## src/rtl/core_bus_router.sv

```systemverilog
// core_bus_router: accepts one decoded request, strobes the address-selected core, waits for its ack
// (with timeout) and returns one registered result. Optional broadcast via CORE_ROUTER_BROADCAST_EN.
module core_bus_router #(
  parameter int         NUM_CORES    = 4,
  parameter int         SPAN_LOG2    = 4,
  parameter int         TIMEOUT      = 255,
  parameter logic [7:0] BCAST_OPCODE = 8'hFF
) (
  input  logic                    clk_i,
  input  logic                    rst_i,
  input  logic                    req_valid_i,
  output logic                    req_ready_o,
  input  logic [7:0]              instruction_i,
  input  logic [23:0]             address_i,
  input  logic [31:0]             value_i,
  output logic                    resp_valid_o,
  output logic [31:0]             result_o,
  output logic                    resp_err_o,
  output logic                    busy_o,
  output logic [NUM_CORES-1:0]    core_valid_o,
  output logic [7:0]              core_instruction_o,
  output logic [23:0]             core_address_o,
  output logic [31:0]             core_value_o,
  input  logic [NUM_CORES-1:0]    core_ack_i,
  input  logic [32*NUM_CORES-1:0] core_result_i
);

  localparam int          CNT_W      = (TIMEOUT < 1) ? 1 : $clog2(TIMEOUT + 1);
  localparam logic [23:0] LOCAL_MASK = 24'((32'd1 << SPAN_LOG2) - 32'd1);

  typedef enum logic [1:0] {S_IDLE, S_WAIT, S_RESP} state_t;

  state_t               r_state;
  logic [CNT_W-1:0]     r_cnt;
  logic [NUM_CORES-1:0] r_core_valid;
  logic [7:0]           r_core_instruction;
  logic [23:0]          r_core_address;
  logic [31:0]          r_core_value;
  logic                 r_resp_valid;
  logic                 r_resp_err;
  logic [31:0]          r_result;

  logic [23:0]          w_idx;
  logic                 w_in_range;
  logic [NUM_CORES-1:0] w_sel;
  logic [NUM_CORES-1:0] w_launch;
  logic                 w_go_wait;
  logic [NUM_CORES-1:0] w_ack_hit;
  logic [NUM_CORES-1:0] w_remaining;
  logic [31:0]          w_hit_result;
  logic [31:0]          w_final_result;
  logic                 w_done;
  logic                 w_timeout;

  assign w_idx      = address_i >> SPAN_LOG2;
  assign w_in_range = (w_idx < 24'(NUM_CORES));

  genvar gi;
  generate
    for (gi = 0; gi < NUM_CORES; gi++) begin : g_core
      assign w_sel[gi]     = (w_idx == 24'(gi));
      assign w_ack_hit[gi] = core_ack_i[gi] & r_core_valid[gi];
    end
  endgenerate

  // Only acks from cores currently strobed contribute; stray acks are masked out here.
  always_comb begin
    w_hit_result = '0;
    for (int n = 0; n < NUM_CORES; n++) begin
      if (w_ack_hit[n]) w_hit_result = w_hit_result | core_result_i[32*n +: 32];
    end
  end

  assign w_remaining = r_core_valid & ~core_ack_i;
  assign w_done      = ~|w_remaining;
  assign w_timeout   = (r_cnt == CNT_W'(TIMEOUT));

`ifdef CORE_ROUTER_BROADCAST_EN
  logic        w_bcast;
  logic [31:0] r_acc;
  assign w_bcast        = (instruction_i == BCAST_OPCODE);
  assign w_launch       = w_bcast ? {NUM_CORES{1'b1}} : w_sel;
  assign w_go_wait      = w_bcast | w_in_range;
  assign w_final_result = r_acc | w_hit_result;
`else
  assign w_launch       = w_sel;
  assign w_go_wait      = w_in_range;
  assign w_final_result = w_hit_result;
`endif

  always_ff @(posedge clk_i or posedge rst_i) begin
    if (rst_i) begin
      r_state            <= S_IDLE;
      r_cnt              <= '0;
      r_core_valid       <= '0;
      r_core_instruction <= '0;
      r_core_address     <= '0;
      r_core_value       <= '0;
      r_resp_valid       <= 1'b0;
      r_resp_err         <= 1'b0;
      r_result           <= '0;
`ifdef CORE_ROUTER_BROADCAST_EN
      r_acc              <= '0;
`endif
    end else begin
      case (r_state)
        S_IDLE: begin
          if (req_valid_i) begin
            r_core_instruction <= instruction_i;
            r_core_address     <= address_i & LOCAL_MASK;
            r_core_value       <= value_i;
            r_cnt              <= '0;
`ifdef CORE_ROUTER_BROADCAST_EN
            r_acc              <= '0;
`endif
            if (w_go_wait) begin
              r_core_valid <= w_launch;
              r_state      <= S_WAIT;
            end else begin
              r_resp_valid <= 1'b1;
              r_resp_err   <= 1'b1;
              r_result     <= '0;
              r_state      <= S_RESP;
            end
          end
        end
        S_WAIT: begin
          // Each strobe drops as soon as its own core acks.
          r_core_valid <= w_remaining;
`ifdef CORE_ROUTER_BROADCAST_EN
          r_acc        <= r_acc | w_hit_result;
`endif
          if (w_done) begin
            r_resp_valid <= 1'b1;
            r_resp_err   <= 1'b0;
            r_result     <= w_final_result;
            r_core_valid <= '0;
            r_state      <= S_RESP;
          end else if (w_timeout) begin
            r_resp_valid <= 1'b1;
            r_resp_err   <= 1'b1;
            r_result     <= '0;
            r_core_valid <= '0;
            r_state      <= S_RESP;
          end else begin
            r_cnt <= r_cnt + 1'b1;
          end
        end
        S_RESP: begin
          r_resp_valid <= 1'b0;
          r_state      <= S_IDLE;
        end
        default: begin
          r_state <= S_IDLE;
        end
      endcase
    end
  end

  assign req_ready_o        = (r_state == S_IDLE);
  assign busy_o             = (r_state != S_IDLE);
  assign resp_valid_o       = r_resp_valid;
  assign resp_err_o         = r_resp_err;
  assign result_o           = r_result;
  assign core_valid_o       = r_core_valid;
  assign core_instruction_o = r_core_instruction;
  assign core_address_o     = r_core_address;
  assign core_value_o       = r_core_value;

endmodule

```

## config.mk

```make
export PLATFORM = sky130hd
export DESIGN_NAME = core_bus_router
export DESIGN_NICKNAME = d
export VERILOG_FILES = /design/src/rtl/core_bus_router.sv
export SDC_FILE = /design/constraint.sdc
export NUM_CORES = 1
export LEC_CHECK = 0
export ABC_AREA = 1
export CORE_MARGIN = 4
export CORE_UTILIZATION = 31
export CTS_CLUSTER_SIZE = 8
export DETAILED_ROUTE_END_ITERATION = 12
export GPL_TIMING_DRIVEN = 0
export PLACE_DENSITY = 0.69
export SYNTH_ARGS = -nofsm -noshare
export SYNTH_HDL_FRONTEND = slang
export SYNTH_SLANG_ARGS = --single-unit
```

## constraint.sdc

```tcl
create_clock -name clk_i -period 5.65 [get_ports clk_i]
set_input_delay 1.13 -clock clk_i [delete_from_list [all_inputs] [get_ports clk_i]]
set_output_delay 1.13 -clock clk_i [all_outputs]
set_load 0.03 [all_outputs]
```

==> metrics.md, run 1 <==
| Metric | Value |
|---|---|
| WHS | 0.4726 ns |
| Setup Viol. Count Final | 0 |
| Synth unique cells | 28 |
| Largest net degree at the start of global routing | 61 |
| Via count | roughly 5.1k |
| Maximum VDD drop | 0.1443 mV |
| Fin util | 54.88% |
| Synthesized area | approximately 5000 um2 |
| CTS sink cnt | between 90 and 100 |
| Area after DPL | 8109 um2 |
| Num ports | between 300 and 400 |
| Die footprint | 17990 um2 |
| Commonest non-fill, non-tap cell in the layout | clkdlybuf4s50_1 |
| Number of setup buffers added after CTS | 0 |
| Vias/cell | 4.533 |
| Tightest Hold Check Type | reg -> reg |
| Fin crit period | 2.805 ns |
| MaxCap Viol Count | 0 |
| Final instance area | approximately 8400 um2 |
| Area share of the largest cell type after synthesis | between 40% and 50% |
| Crit. End Element | primary output |
| Cts-stage hold buffer count | 0 |
| H-tree levels | 3 |
| Most frequent cells in the layout | clkdlybuf4s50_1, nand2_1, dfrtp_1 |
| Worst setup SP type | register |
| Largest cells by area after synthesis | dfrtp_1, nand2_1, mux2_2, nand4_1, nand3_1 |
| Nets | 1111 |
| Num CTS Buffers | 9 |
| CTS root buf | clkbuf_16 |
| Initial antenna violation count | 1 |
| Ys Warns | 0 |
| CTS tree | built |
| Max_slew headroom | a little over 50% |
| Row count | 45 |
| WL/cell | about 16 um |
| Sequential share of the synthesized area | 46.69% |
| Yosys top cell by area | dfrtp_1 |
| DRC | 0 |
| DPL Wire Length | 14990 um |
| CP arrival | ~1.7 ns |
| Width of the die | 134.1 um |
| RSZ-0062 raised after global routing | no |
| Max Clock Freq | about 360 MHz |
| Clock Path Buffers | 2 |
| Leak | around 3.8 nW |
| Worst-Margin Slew | around 0.74 ns |
| Core area | 15370 um2 |
| Die height | between 100 and 150 um |
| DRT Wirelength | 18300 um |
| Fin Setup TNS | 0 ns |
| Fin. Hold Viols | 0 |
| Yosys reg bits | 92 |
| Tot GR Track Use | 20.04% |
| Fin Clk Skew | 0.008797 ns |
| # resized after CTS | 0 |
| Gate Count Post-Synth | 599 |
| First-pass GRT wire length | 28010 um |
| Status | finished, final reports clean |
| Crit Path Max Fanout | 5 |
| Clock transition at path regs | around 0.07 ns |
| Avg Cell Area, Syn | 8.232 um2 |
| Worst skew pair latency | 0.35 ns |
| Initial Util | 32.08% |
| PortBufs | 281 |
| P&R area growth vs syn | 71.07% |
| Layout cells sized above 1 | 11.79% |
| Max-slew violations | 0 |
| RD Place Congestion | 0.8334 |
| Vias in the first global route | 5061 |
| DRT iter0 DRCs | approximately 230 |
| Pwr Density | approximately 220 nW/um2 |
| GR Overflow Total | 0 |
| First-pass DRT Iterations | 4 |
| Final ANT Viol Nets | 0 |
| WS Path Type | reg -> out |
| Final period util | 49.65% |
| Required @ worst endpoint | roughly 4.5 ns |
-- final timing paths --
| kind | start | endpoint | slack, ns | cells past startpoint |
|---|---|---|---|---|
| max | r_state[0]$_DFFE_PP0P_ | req_ready_o | 2.84 | 2 |
| max reg2reg | core_valid_o[0]$_DFFE_PP0P_ | result_o[20]$_DFFE_PP0P_ | 3.93 | 7 |
| max in group asynchronous | rst_i | result_o[9]$_DFFE_PP0P_ | 3.84 | 3 |
| min | result_o[10]$_DFFE_PP0P_ | result_o[10]$_DFFE_PP0P_ | 0.47 | 2 |
| min in group asynchronous | rst_i | core_value_o[28]$_DFFE_PP0P_ | 1.16 | 2 |
| min reg2reg | result_o[10]$_DFFE_PP0P_ | result_o[10]$_DFFE_PP0P_ | 0.47 | 2 |
-- layer usage --
metal | global-route usage (%) | up-vias | wire, um
met2 | 34.78 | 235 | 9148
met3 | 5.476 | 17 | 1690
met5 | 0 | - | 0
met4 | 5.826 | 0 | 295
met1 | 24.47 | 2327 | 7165
li1 | - | 2534 | -
-- worst max-delay path, stage by stage, from the launching register on --
cell	delay [ns]
dfrtp_1	0.45
nor2_4	0.18
clkdlybuf4s50_1	0.70
-- area by class of cell --
cell class	count	area, um2
timing repair buffer	282	2840
buffer	49	297.8
multi-input combinational	450	2300
clock inverter	7	98.84
clock buffer	9	225.2
sequential	92	2302
tap	211	264.0
fill	1456	6935
inverter	27	105.1
antenna	1	2.502
-- stage by stage --
stage	instances	power (mW)	setup slack [ns]
global placement	1110	1.222	0.5122
CTS	1127	1.895	2.824
finish	1128	1.871	2.845
detailed placement	1111	1.231	2.719
global route	1128	1.955	2.781
floorplan	618	0.9574	2.128
-- sequential cells by signal (all words and copies together), names as in the netlist --
| register | count |
|---|---|
| core_address_o | 4 |
| core_instruction_o | 8 |
| core_valid_o | 4 |
| core_value_o | 32 |
| r_cnt | 8 |
| r_state | 2 |
| resp_err_o | 1 |
| resp_valid_o | 1 |
| result_o | 32 |
-- report_power, final --
group          total [mW]  internal [mW]  switching, mW  leakage [nW]
sequential          0.731          0.707         0.0236          1.18
combinational       0.482          0.261          0.221          2.45
clock               0.658          0.391          0.267         0.156
-- synthesized netlist by cell type (all sizes together) --
library cell  instances
a21oi                 1
and2                  2
buf                  33
clkbuf               16
clkinv                1
conb                  1
dfrtp                92
ha                    1
inv                  26
mux2                 44
nand2               253
nand3                52
nand4                43
nor2                 26
nor3                  1
o21ai                 4
xnor2                 1
xor2                  2
-- kinds of logic (layout without fill, tap and decap cells) --
kind of cell    Yosys count  count (layout)  share of synthesized area [%]
simple gates            377             377                          33.77
other cells               1              21                        0.07605
fa+ha+maj                 1               1                         0.2537
flops                    92              92                          46.69
compound gates            5               5                         0.5074
xor+xnor                  3               3                         0.5330
mux                      44              44                          10.05
buf+inv                  76             374                          8.119
No activity file was read; power rests on OpenSTA's default activity.
==> run 2: changes to the inputs <==
Clock period 5.65 ns to 2.8 ns, I/O delays scaled along.
==> run 2 against run 1 <==
Worst setup slack worse by 2.3 ns; final area grew 0.50%; sequential cell count unchanged; total power grew 110%; non-clock buffer count is 1 higher; combinational power grew 100%; cell count unchanged; largest power group unchanged; highest routed layer unchanged.
==> metrics.md, run 2 (synthesis results as in run 1) <==
| Metric | Value |
|---|---|
| Status | finished, final reports clean |
| Initial Util | 32.08% |
| Crit. End Element | primary output |
| Layout cells sized above 1 | 11.89% |
| Final cell count without fillers | between 1k and 1.5k |
| Fin Clk Skew | 0.007829 ns |
| DRT Wirelength | 18060 um |
| Max-slew violations | 0 |
| Width of the die | 134.1 um |
| DRC | 0 |
| Filler instances | 1428 |
| DPL Wire Length | 14640 um |
| CTS root buf | clkbuf_16 |
| Leak | 3.801 nW |
| Worst skew pair latency | 0.34 ns |
| Max_slew headroom | 52.59% |
| H-tree levels | 3 |
| Fin Setup TNS | 0 ns |
| Layer with the highest usage | met2 |
| Tightest Hold Check Type | reg -> reg |
| Num ports | 303 |
| Internal power | 2.860 mW |
| Fin util | 55.16% |
| First-pass GRT wire length | 27600 um |
| Fin crit period | ~2.2 ns |
| Switching share of power | 26.65% |
| P&R area growth vs syn | 71.94% |
| RSZ-0062 raised after global routing | no |
| CTS tree | built |
| Vias/cell | between 4 and 5 |
| Largest net degree at the start of global routing | 41 |
| Required @ worst endpoint | around 2.2 ns |
| RD Place Congestion | approximately 0.86 |
| Commonest non-fill, non-tap cell in the layout | clkdlybuf4s50_1 |
| Crit Path Max Fanout | 5 |
| Final period util | 79.66% |
| Setup Viol. Count Final | 0 |
| Num CTS Buffers | 9 |
| Row count | 45 |
| Final ANT Viol Nets | 0 |
| Vias in the first global route | between 5k and 6k |
| Most frequent cells in the layout | clkdlybuf4s50_1, nand2_1, dfrtp_1 |
| Tot GR Track Use | 19.67% |
| Fin. Hold Viols | 0 |
| Maximum VDD drop | 0.2849 mV |
| DRT iter0 DRCs | 199 |
| M2 GR Usage | a little over a third |
| GRT met3 Usage | 5.476% |
| Area after DPL | 8123 um2 |
| Worst setup SP type | register |
| WL/cell | 16.01 um |
| Die footprint | between 15000 and 20000 um2 |
| Die height | 134.1 um |
| PortBufs | 281 |
| Final instance area | 8478 um2 |
| Sequential power share | 37.8% |
| NetSw | 1.039 mW |
| Via count | 5102 |
| CP arrival | around 1.7 ns |
| Initial antenna violation count | 0 |
| Nets | roughly 1.1k |
| Cts-stage hold buffer count | 0 |
| Worst-Margin Slew | 0.7112 ns |
| # resized after CTS | 0 |
| Number of setup buffers added after CTS | 0 |
| Clock power share | between 30% and 40% |
| First-pass DRT Iterations | 5 |
| Diode count | 0 |
| Pwr Density | 460.0 nW/um2 |
| Clock transition at path regs | 0.07 ns |
| GR Overflow Total | 0 |
| Core area | 15370 um2 |
| Met1 Usage GRT | a little under a quarter |
| MaxCap Viol Count | 0 |
| Clock Path Buffers | 2 |
| Cell count after placement | 1112 |
| Overall power | 3.900 mW |
| Combinational group share of total power | about a quarter |
| Max Clock Freq | 448.3 MHz |
| CTS sink cnt | 92 |
| WS Path Type | reg -> out |
==> run 2: critical path, stage by stage, from the launching register on <==
cell and delay (ns):
dfrtp_1 0.45, nor2_4 0.17, clkdlybuf4s50_1 0.70
==> run 2: power by group through the flow <==
stage / logic [mW] / registers (mW) / clock network, mW
after floorplan: 0.236 / 1.70 / 0
after global placement: 0.967 / 1.50 / 0
after detailed placement: 0.980 / 1.50 / 0
after CTS: 0.983 / 1.48 / 1.50
after global routing: 1.03 / 1.49 / 1.55
final: 0.974 / 1.47 / 1.45
==> run 2: metrics by stage <==
stage | hold slack, ns | worst slack [ns]
floorplan | 0.5090 | 1.162
global placement | 0.4535 | 0.05618
detailed placement | 0.4570 | 0.4793
CTS | 0.4744 | 0.5410
global route | 0.4901 | 0.5191
finish | 0.4700 | 0.5695
==> run 2: routing by layer <==
layer,wire length (um),vias to the layer above
met4,446,0
met2,8896,233
met1,7110,2296
met5,0,-
met3,1610,31
li1,-,2542
==> run 2: worst paths after layout <==
| check | cells after the start | from | to | slack (ns) |
|---|---|---|---|---|
| max | 2 | r_state[0]$_DFFE_PP0P_ | req_ready_o | 0.57 |
| min | 2 | result_o[26]$_DFFE_PP0P_ | result_o[26]$_DFFE_PP0P_ | 0.47 |
| max reg2reg | 9 | r_cnt[0]$_DFFE_PP0P_ | result_o[12]$_DFFE_PP0P_ | 1.12 |
| min reg2reg | 2 | result_o[26]$_DFFE_PP0P_ | result_o[26]$_DFFE_PP0P_ | 0.47 |
| max in group asynchronous | 3 | rst_i | core_value_o[0]$_DFFE_PP0P_ | 1.60 |
| min in group asynchronous | 2 | rst_i | core_address_o[1]$_DFFE_PP0P_ | 0.62 |
==> run 2: layout make-up <==
class	instances	area, um2	area share, %
buffer	49	297.8	3.512
clock buffer	10	239.0	2.819
clock inverter	6	116.4	1.372
inverter	27	106.4	1.254
multi-input combinational	450	2300	27.13
sequential	92	2302	27.15
tap	211	264.0	3.114
timing repair buffer	283	2853	33.65
==> run 3: changes to the inputs <==
Clock period 2.8 ns to 2.29 ns, I/O delays scaled along.
==> results of run 3 <==
The final DEF is identical to that of run 2. Status: finished, final reports clean.
Main changes from that run: setup slack after placement 0.4793 ns -> 0.07127 ns; setup slack after layout 0.5695 ns -> 0.1615 ns; register-to-register setup slack 1.12 ns -> 0.61 ns; total power 3.900 mW -> 4.768 mW; worst IR drop on VDD 0.2849 mV -> 0.3483 mV
